==> config.mk <==
export PLATFORM = sky130hd
export DESIGN_NAME = cgu_enmon
export DESIGN_NICKNAME = d
export VERILOG_FILES = /design/src/rtl/cgu_enmon.sv
export SDC_FILE = /design/constraint.sdc
export NUM_CORES = 1
export LEC_CHECK = 0
export BUFFER_PORTS_ARGS = -buffer_cell sky130_fd_sc_hd__buf_4
export CORE_AREA = 2 2 120 122
export DETAILED_ROUTE_END_ITERATION = 10
export DIE_AREA = 0 0 122 124
export GPL_TIMING_DRIVEN = 0
export PLACE_DENSITY_LB_ADDON = 0.05
export REMOVE_ABC_BUFFERS = 1
export SETUP_SLACK_MARGIN = 0.4
export SLEW_MARGIN = 5
export SYNTH_ARGS = -nofsm -noshare
export SYNTH_HDL_FRONTEND = slang
export SYNTH_SLANG_ARGS = --single-unit
export TNS_END_PERCENT = 1
==> constraint.sdc <==
create_clock -name clk -period 4.44 [get_ports clk]
set_input_delay 0.888 -clock clk [delete_from_list [all_inputs] [get_ports clk]]
set_output_delay 0.888 -clock clk [all_outputs]
set_load 0.05 [all_outputs]
==> src/rtl/cgu_enmon.sv <==
// Clock-enable stream monitor: over a window of clk0en-qualified cycles, counts
// enable pulses, tracks min/max inter-pulse gap and flags too-fast/too-slow streams.
module cgu_enmon #(
  parameter int CW = 16,
  parameter int GW = 8
) (
  input  logic          clk,
  input  logic          reset,
  input  logic          clk0en,
  input  logic          en,
  input  logic          start,
  input  logic [CW-1:0] window,
  input  logic [GW-1:0] gapmin_lmt,
  input  logic [GW-1:0] gapmax_lmt,
  output logic          busy,
  output logic          done,
  output logic [CW-1:0] encnt,
  output logic [GW-1:0] gapmin,
  output logic [GW-1:0] gapmax,
  output logic          err_fast,
  output logic          err_slow
);

  typedef enum logic [1:0] {IDLE, MEAS, DONE} state_t;

  state_t        state_q, state_d;
  logic [CW-1:0] wincnt_q, wincnt_d;
  logic [GW-1:0] gapcnt_q, gapcnt_d;
  logic          seen_q, seen_d;
  logic          busy_q, busy_d;
  logic          done_q, done_d;
  logic [CW-1:0] encnt_q, encnt_d;
  logic [GW-1:0] gapmin_q, gapmin_d;
  logic [GW-1:0] gapmax_q, gapmax_d;
  logic          err_fast_q, err_fast_d;
  logic          err_slow_q, err_slow_d;
  logic [GW-1:0] gap;

  always_comb begin
    state_d    = state_q;
    wincnt_d   = wincnt_q;
    gapcnt_d   = gapcnt_q;
    seen_d     = seen_q;
    busy_d     = busy_q;
    done_d     = 1'b0;
    encnt_d    = encnt_q;
    gapmin_d   = gapmin_q;
    gapmax_d   = gapmax_q;
    err_fast_d = err_fast_q;
    err_slow_d = err_slow_q;
    gap        = (gapcnt_q == '1) ? gapcnt_q : gapcnt_q + GW'(1);

    // start wins in every state; a zero window aborts to IDLE without done
    if (start) begin
      if (window != '0) begin
        state_d    = MEAS;
        busy_d     = 1'b1;
        wincnt_d   = window;
        encnt_d    = '0;
        gapmax_d   = '0;
        gapmin_d   = '1;
        gapcnt_d   = '0;
        seen_d     = 1'b0;
        err_fast_d = 1'b0;
        err_slow_d = 1'b0;
      end else begin
        state_d = IDLE;
        busy_d  = 1'b0;
      end
    end else begin
      case (state_q)
        MEAS: if (clk0en) begin
          wincnt_d = wincnt_q - CW'(1);
          if (en) begin
            if (encnt_q != '1) encnt_d = encnt_q + CW'(1);
            if (seen_q) begin
              if (gap < gapmin_q) gapmin_d = gap;
              if (gap > gapmax_q) gapmax_d = gap;
            end
            seen_d   = 1'b1;
            gapcnt_d = '0;
          end else if (gapcnt_q != '1) begin
            gapcnt_d = gapcnt_q + GW'(1);
          end
          // flags use the post-update results so they are valid alongside done
          if (wincnt_q == CW'(1)) begin
            state_d    = DONE;
            busy_d     = 1'b0;
            done_d     = 1'b1;
            err_fast_d = (encnt_d >= CW'(2)) && (gapmin_d < gapmin_lmt);
            err_slow_d = (encnt_d < CW'(2)) || (gapmax_d > gapmax_lmt);
          end
        end
        DONE:    state_d = IDLE;
        default: state_d = IDLE;
      endcase
    end
  end

  always_ff @(posedge clk or posedge reset) begin
    if (reset) begin
      state_q    <= IDLE;
      wincnt_q   <= '0;
      gapcnt_q   <= '0;
      seen_q     <= 1'b0;
      busy_q     <= 1'b0;
      done_q     <= 1'b0;
      encnt_q    <= '0;
      gapmin_q   <= '1;
      gapmax_q   <= '0;
      err_fast_q <= 1'b0;
      err_slow_q <= 1'b0;
    end else begin
      state_q    <= state_d;
      wincnt_q   <= wincnt_d;
      gapcnt_q   <= gapcnt_d;
      seen_q     <= seen_d;
      busy_q     <= busy_d;
      done_q     <= done_d;
      encnt_q    <= encnt_d;
      gapmin_q   <= gapmin_d;
      gapmax_q   <= gapmax_d;
      err_fast_q <= err_fast_d;
      err_slow_q <= err_slow_d;
    end
  end

  assign busy     = busy_q;
  assign done     = done_q;
  assign encnt    = encnt_q;
  assign gapmin   = gapmin_q;
  assign gapmax   = gapmax_q;
  assign err_fast = err_fast_q;
  assign err_slow = err_slow_q;

endmodule

# After elaboration in Yosys (flattened, before gate mapping)
# Cells that the tools add are included.
# Widths: inputs -> output; s select.
# totals
reg_bits,63
input_bits,37
output_inout_bits,36
wordCells,108
# classes
n_addsub,3
order_cmp,6
n_eq_ne,8
muxes,66
reduce_logical,14
# op_table
operator,n
$mux 16,13
$mux 8,26
$mux 1,23
$add 16x1->16 const B,1
$eq 16x1->1 const B,1
$ge 16x2->1 const B,1
$gt 8x8->1,2
$lt 16x2->1 const B,1
$lt 8x8->1,2
$ne 16x16->1 const B,1
$reduce_bool 16->1,1
$sub 16x1->16 const B,1
$reduce_and 4->1,3
$add 8x1->8 const B,1
$eq 8x8->1 const B,1
$mux 2,4
$ne 8x8->1 const B,1
$reduce_bool 2->1,4
$ne 3x3->1 const B,2
$reduce_and 3->1,2
$reduce_bool 3->1,1
$eq 2x1->1 const B,1
$ne 2x1->1 const B,1
$reduce_and 2->1,1
2 further kinds,2

# Longest topological paths before layout
# depth
depth_word,15
mapped_depth,20
ltp_nobuf,20

# Worst setup path after synthesis
# No wires, ideal clock.
# synth_path
path_type,register -> register
start,register gapcnt_q[0]
end,register err_slow_q (netlist: err_slow)
setup_time_ns,0.121
arrival_ns,4.286
required_ns,4.319
slack_ns,0.033
stages_incl_launch_ff,20
path_buffers,0
synth_period_minus_slack_ns,4.407
cell_sequence,dfrtp_1 ha_1 and4_4 nand2_1 mux2_2 ha_1 nor2b_1 o21a_1 o21a_1 o21ai_0 a221oi_2 mux2_2 ha_1 nor2b_1 o21a_1 o21a_1 o21ai_0 nand3b_1 a22o_1 a22o_1
# synth_via
elab_chain_cells,15
elab_cells_between_ends,16
classes_between,add/sub (1); order compare (2); eq/ne (1); mux (11); reduce/logical (1)
# synth_rtl
item,line,rtl
start: declaration,28,"logic [GW-1:0] gapcnt_q, gapcnt_d;"
start signal: assignment,116,gapcnt_q <= gapcnt_d;
$add 8x1->8 / $eq 8x8->1 (equally long branches),51,gap = (gapcnt_q == '1) ? gapcnt_q : gapcnt_q + GW'(1);
$mux 8 *,51,
$gt 8x8->1,78,if (gap > gapmax_q) gapmax_d = gap;
$mux 8 *,78,
$mux 8 *,76,if (seen_q) begin
$mux 8 *,74,if (en) begin
$mux 8 *,72,MEAS: if (clk0en) begin
$mux 8 *,71,case (state_q)
$mux 8 *,54,if (start) begin
$gt 8x8->1 *,91,err_slow_d = (encnt_d < CW'(2)) || (gapmax_d > gapmax_lmt);
$logic_or 1x1->1 *,91,
$mux 1 *,86,if (wincnt_q == CW'(1)) begin
$mux 1 *,72,
$mux 1 *,71,
$mux 1 *,54,
end signal: assignment,124,err_slow_q <= err_slow_d;
end: declaration,36,"logic err_slow_q, err_slow_d;"
# Mark *: on every way between the ends. The rest lies on a longest branch, timed or not. The select of a mux whose other input is x is not followed.
# A chain may end at the register's enable or synchronous reset.

# Final worst setup path
# Ends and elaborated chain as after synthesis.

==> impl_results.md <==
* H-tree depth at 3
* Slew HR at 30.9%
* Yosys warns at 0
* Routability cong. at 0.795
* Worst Path Required at 4.67 ns
* Vias in the first global route at 4321
* DRT Pass-1 Iters at 4
* Die Y at 124 µm
* Worst Skew at 0.00405 ns
* Slew at the pin closest to its max-slew limit at 1.04 ns
* Num rows at 43
* Hold path cells at 2
* P&R area growth vs syn at 34.7%
* GRT overflow at 0
* Crit path launch type: flop
* Hold Path End: wincnt_q[6]$_DFFE_PP0P_
* Num CTS Buffers at 9
* Clock sink count at 63
* Mapped cell area at 0.00461 mm²
* CTS tree: built
* Routed vias/inst at 5.38
* Starting DRT DRC Count at 221
* Reg-to-Reg Start: gapcnt_q[0]$_DFFE_PP0P_
* Die width at 122 µm
* Max Cap Viol at 0
* Crit path DAT at 4.32 ns
* Period minus WS final at 4.09 ns
* Worst Setup End Kind: flop
* Starting Density at 33.6%
* Fillcell total at 1381
* Post-synth ARST share at 100%
* DRT Wirelength at 13.8 mm
* Core area at 0.0137 mm²
* Number of synthesized register bits at 63
* Layout cell share with drive strength beyond 1 at 30.1%
* FF-to-FF End: err_slow$_DFFE_PP0P_
* Post-route insts no fill at 817
* Sequential area share after synthesis at 34.4%
* ANT nets after route at 0
* Post-Syn Instances at 553
* DP Wirelength at 9.54 mm
* Worst VDD drop at 0.000158 V
* Placed Cells at 779
* R2R depth at 18
* Power Density at 282 mW/mm²
* Largest net degree at the start of global routing at 54
* Total track usage at 19.1%
* Setup TNS at 0 ns
* Setup CP Type: flop to flop
* Global-route wire length before repair at 22.4 mm
* Final setup fails at 0
* Crit Path Max Fanout at 4
* Top FF cell, synth: dfrtp_1
* Nets@finish at 703
* Fin. Hold Viols at 0
* Die area at 0.0151 mm²
* Initial antenna violation count at 0
* RSZ-0062 raised after global routing: true
* Io pins at 73
* Slew Limit Fails at 0
* Clk_lat worst skew at 0.34 ns
* Number of synthesized flops with an enable pin at 0
* Setup Slack @ Placement at -0.792 ns
* DR WL/cell at 16.9 µm
* Final period util at 92.2%
* Fmax achieved at 0.244 GHz
* IO buf count at 72
* Flop-to-flop setup slack at 0.35 ns
* Clk pin slew, worst setup/hold paths at 0.06 ns
* Antenna cell count at 0
* Status: complete, no violations
* Post-synth cell types at 55
* Worst min path class: flop to flop
* CTS max path bufs at 2
* Post-Layout Inst Area at 0.00621 mm²
* Synth Area per Inst at 8.34 µm²
* Leak at 2.73 nW
* Setup ws final at 0.346 ns
* DP Area at 0.00536 mm²
* Residual DRC at 0
* Total power at 0.00175 W
* Root buffer cell: clkbuf_16
* Hold_sp: wincnt_q[6]$_DFFE_PP0P_
* Via count at 4399
[flip-flops by register name, indices dropped and copies added, names as in the netlist]
signal    count
done          1
gapmax        8
err_fast      1
err_slow      1
gapcnt_q      8
busy          1
wincnt_q     16
gapmin        8
state_q       2
encnt        16
seen_q        1
[worst max-delay path: stages (launching register included)]
cell      delay, ns
dfrtp_2        0.41
ha_4           0.15
and4_4         0.26
buf_4          0.13
nand2_2        0.06
mux2_4         0.35
ha_4           0.28
and4_4         0.23
o21ai_2        0.08
a221oi_4       0.34
mux2_4         0.36
ha_4           0.21
nor2b_1        0.12
o21a_1         0.16
o21a_1         0.16
o21ai_1        0.11
nand3b_1       0.16
a22o_1         0.21
a22o_1         0.18
[power by group]
part           internal [W]  switching, W
Combinational      0.000148      0.000193
Sequential         0.000613     0.0000402
Clock              0.000479      0.000277
Total               0.00124      0.000511
[metal layers]
metal  routed length (µm)  vias to the layer above  global-route usage [%]  part of all wire (%)
li1                     -                     2191                       -                     -
met1                 6410                     2113                    25.1                    46
met2                 6740                       83                    32.1                    49
met3                  448                       12                    3.75                   3.2
met4                  227                        0                    5.60                   1.6
met5                    0                        -                       0                     0
[synthesized netlist by cell type (4+ instances only)]
| cell type | number | share of area [%] |
|---|---|---|
| nor4_1 | 9 | 1.2 |
| mux2_2 | 15 | 3.7 |
| o31ai_1 | 9 | 1.5 |
| dfstp_2 | 8 | 4.6 |
| a211oi_1 | 5 | 0.81 |
| nand2_1 | 52 | 4.2 |
| mux2i_1 | 5 | 1.1 |
| a22oi_1 | 7 | 1.1 |
| a21oi_1 | 31 | 3.4 |
| and2_1 | 6 | 0.81 |
| and3_1 | 6 | 0.81 |
| nand3b_1 | 4 | 0.65 |
| nand2b_1 | 4 | 0.54 |
| o2bb2ai_1 | 8 | 1.5 |
| nand3_1 | 14 | 1.5 |
| nor3_1 | 21 | 2.3 |
| nor2b_1 | 5 | 0.68 |
| nor2_1 | 42 | 3.4 |
| a31oi_1 | 8 | 1.1 |
| inv_1 | 41 | 3.3 |
| nand4_1 | 10 | 1.4 |
| ha_1 | 34 | 9.2 |
| a21o_1 | 5 | 0.81 |
| or2_2 | 5 | 0.68 |
| o21ai_0 | 61 | 6.6 |
| dfrtp_1 | 55 | 30 |
| and4_1 | 6 | 1.1 |
| xnor2_1 | 4 | 0.76 |
| clkbuf_1 | 27 | 2.2 |
| o21a_1 | 6 | 0.98 |
[cell families (layout without fill, tap and decap cells)]
family,Yosys count,count (layout),synth area share [%]
buf+inv,70,154,5.75
xor+xnor,7,7,1.33
flops,63,63,34.4
fa+ha+maj,34,34,9.22
mux,20,20,4.75
simple gates,197,197,21.8
compound gates,162,162,22.7
[stage by stage]
step / hold slack (ns) / utilization (%)
after floorplan: 0.442 / -
after global placement: 0.474 / 38.4
after detailed placement: 0.469 / 39.1
after CTS: 0.486 / 44.0
after global routing: 0.530 / 45.3
final: 0.485 / 45.3
[layout make-up]
type                       instances  area (µm²)  share of cell area (%)
sequential                        63        1590                    25.6
multi-input combinational        420        3130                    50.4
timing repair buffer              97         803                    12.9
clock buffer                      13         270                    4.35
inverter                          41         156                    2.52
clock inverter                     3        40.0                   0.644
tap                              180         225                    3.62
[timing repair]
item / 4_1_cts / 5_1_grt
resized for setup: 39 / 27
hold buffers: 0 / 0
setup endpoints to repair: 2 / 2
buffers inserted: 17 / 5
pin swaps: 11 / 14
[how the worst max path moves through the flow]
| stage | start | endpoint | slack (ns) | depth (start not counted) |
|---|---|---|---|---|
| after floorplan | gapcnt_q[0]$_DFFE_PP0P_ | err_slow$_DFFE_PP0P_ | -0.13 | 19 |
| after global placement | gapcnt_q[0]$_DFFE_PP0P_ | err_slow$_DFFE_PP0P_ | -0.81 | 19 |
| after detailed placement | gapcnt_q[0]$_DFFE_PP0P_ | err_slow$_DFFE_PP0P_ | -0.79 | 19 |
| after CTS | gapcnt_q[1]$_DFFE_PP0P_ | err_slow$_DFFE_PP0P_ | 0.33 | 19 |
| after global routing | gapcnt_q[1]$_DFFE_PP0P_ | err_slow$_DFFE_PP0P_ | 0.16 | 18 |
| final | gapcnt_q[0]$_DFFE_PP0P_ | err_slow$_DFFE_PP0P_ | 0.35 | 18 |
[cell usage in the layout (no fill, tap or decap), types with 7 or more instances in the layout]
cell       count
nor3_1        20
nor2_1        39
ha_4          14
a31oi_1        8
ha_1          18
a21oi_1       27
nor4_1         9
nand3_1       13
clkbuf_16      9
o2bb2ai_1      8
o31ai_1        8
nand2_1       49
inv_1         40
o21ai_0       58
dfstp_2        8
buf_4         90
a22oi_1        7
mux2_4        10
dfrtp_1       53
nand4_1       10
(Power assumes the default switching activity.)
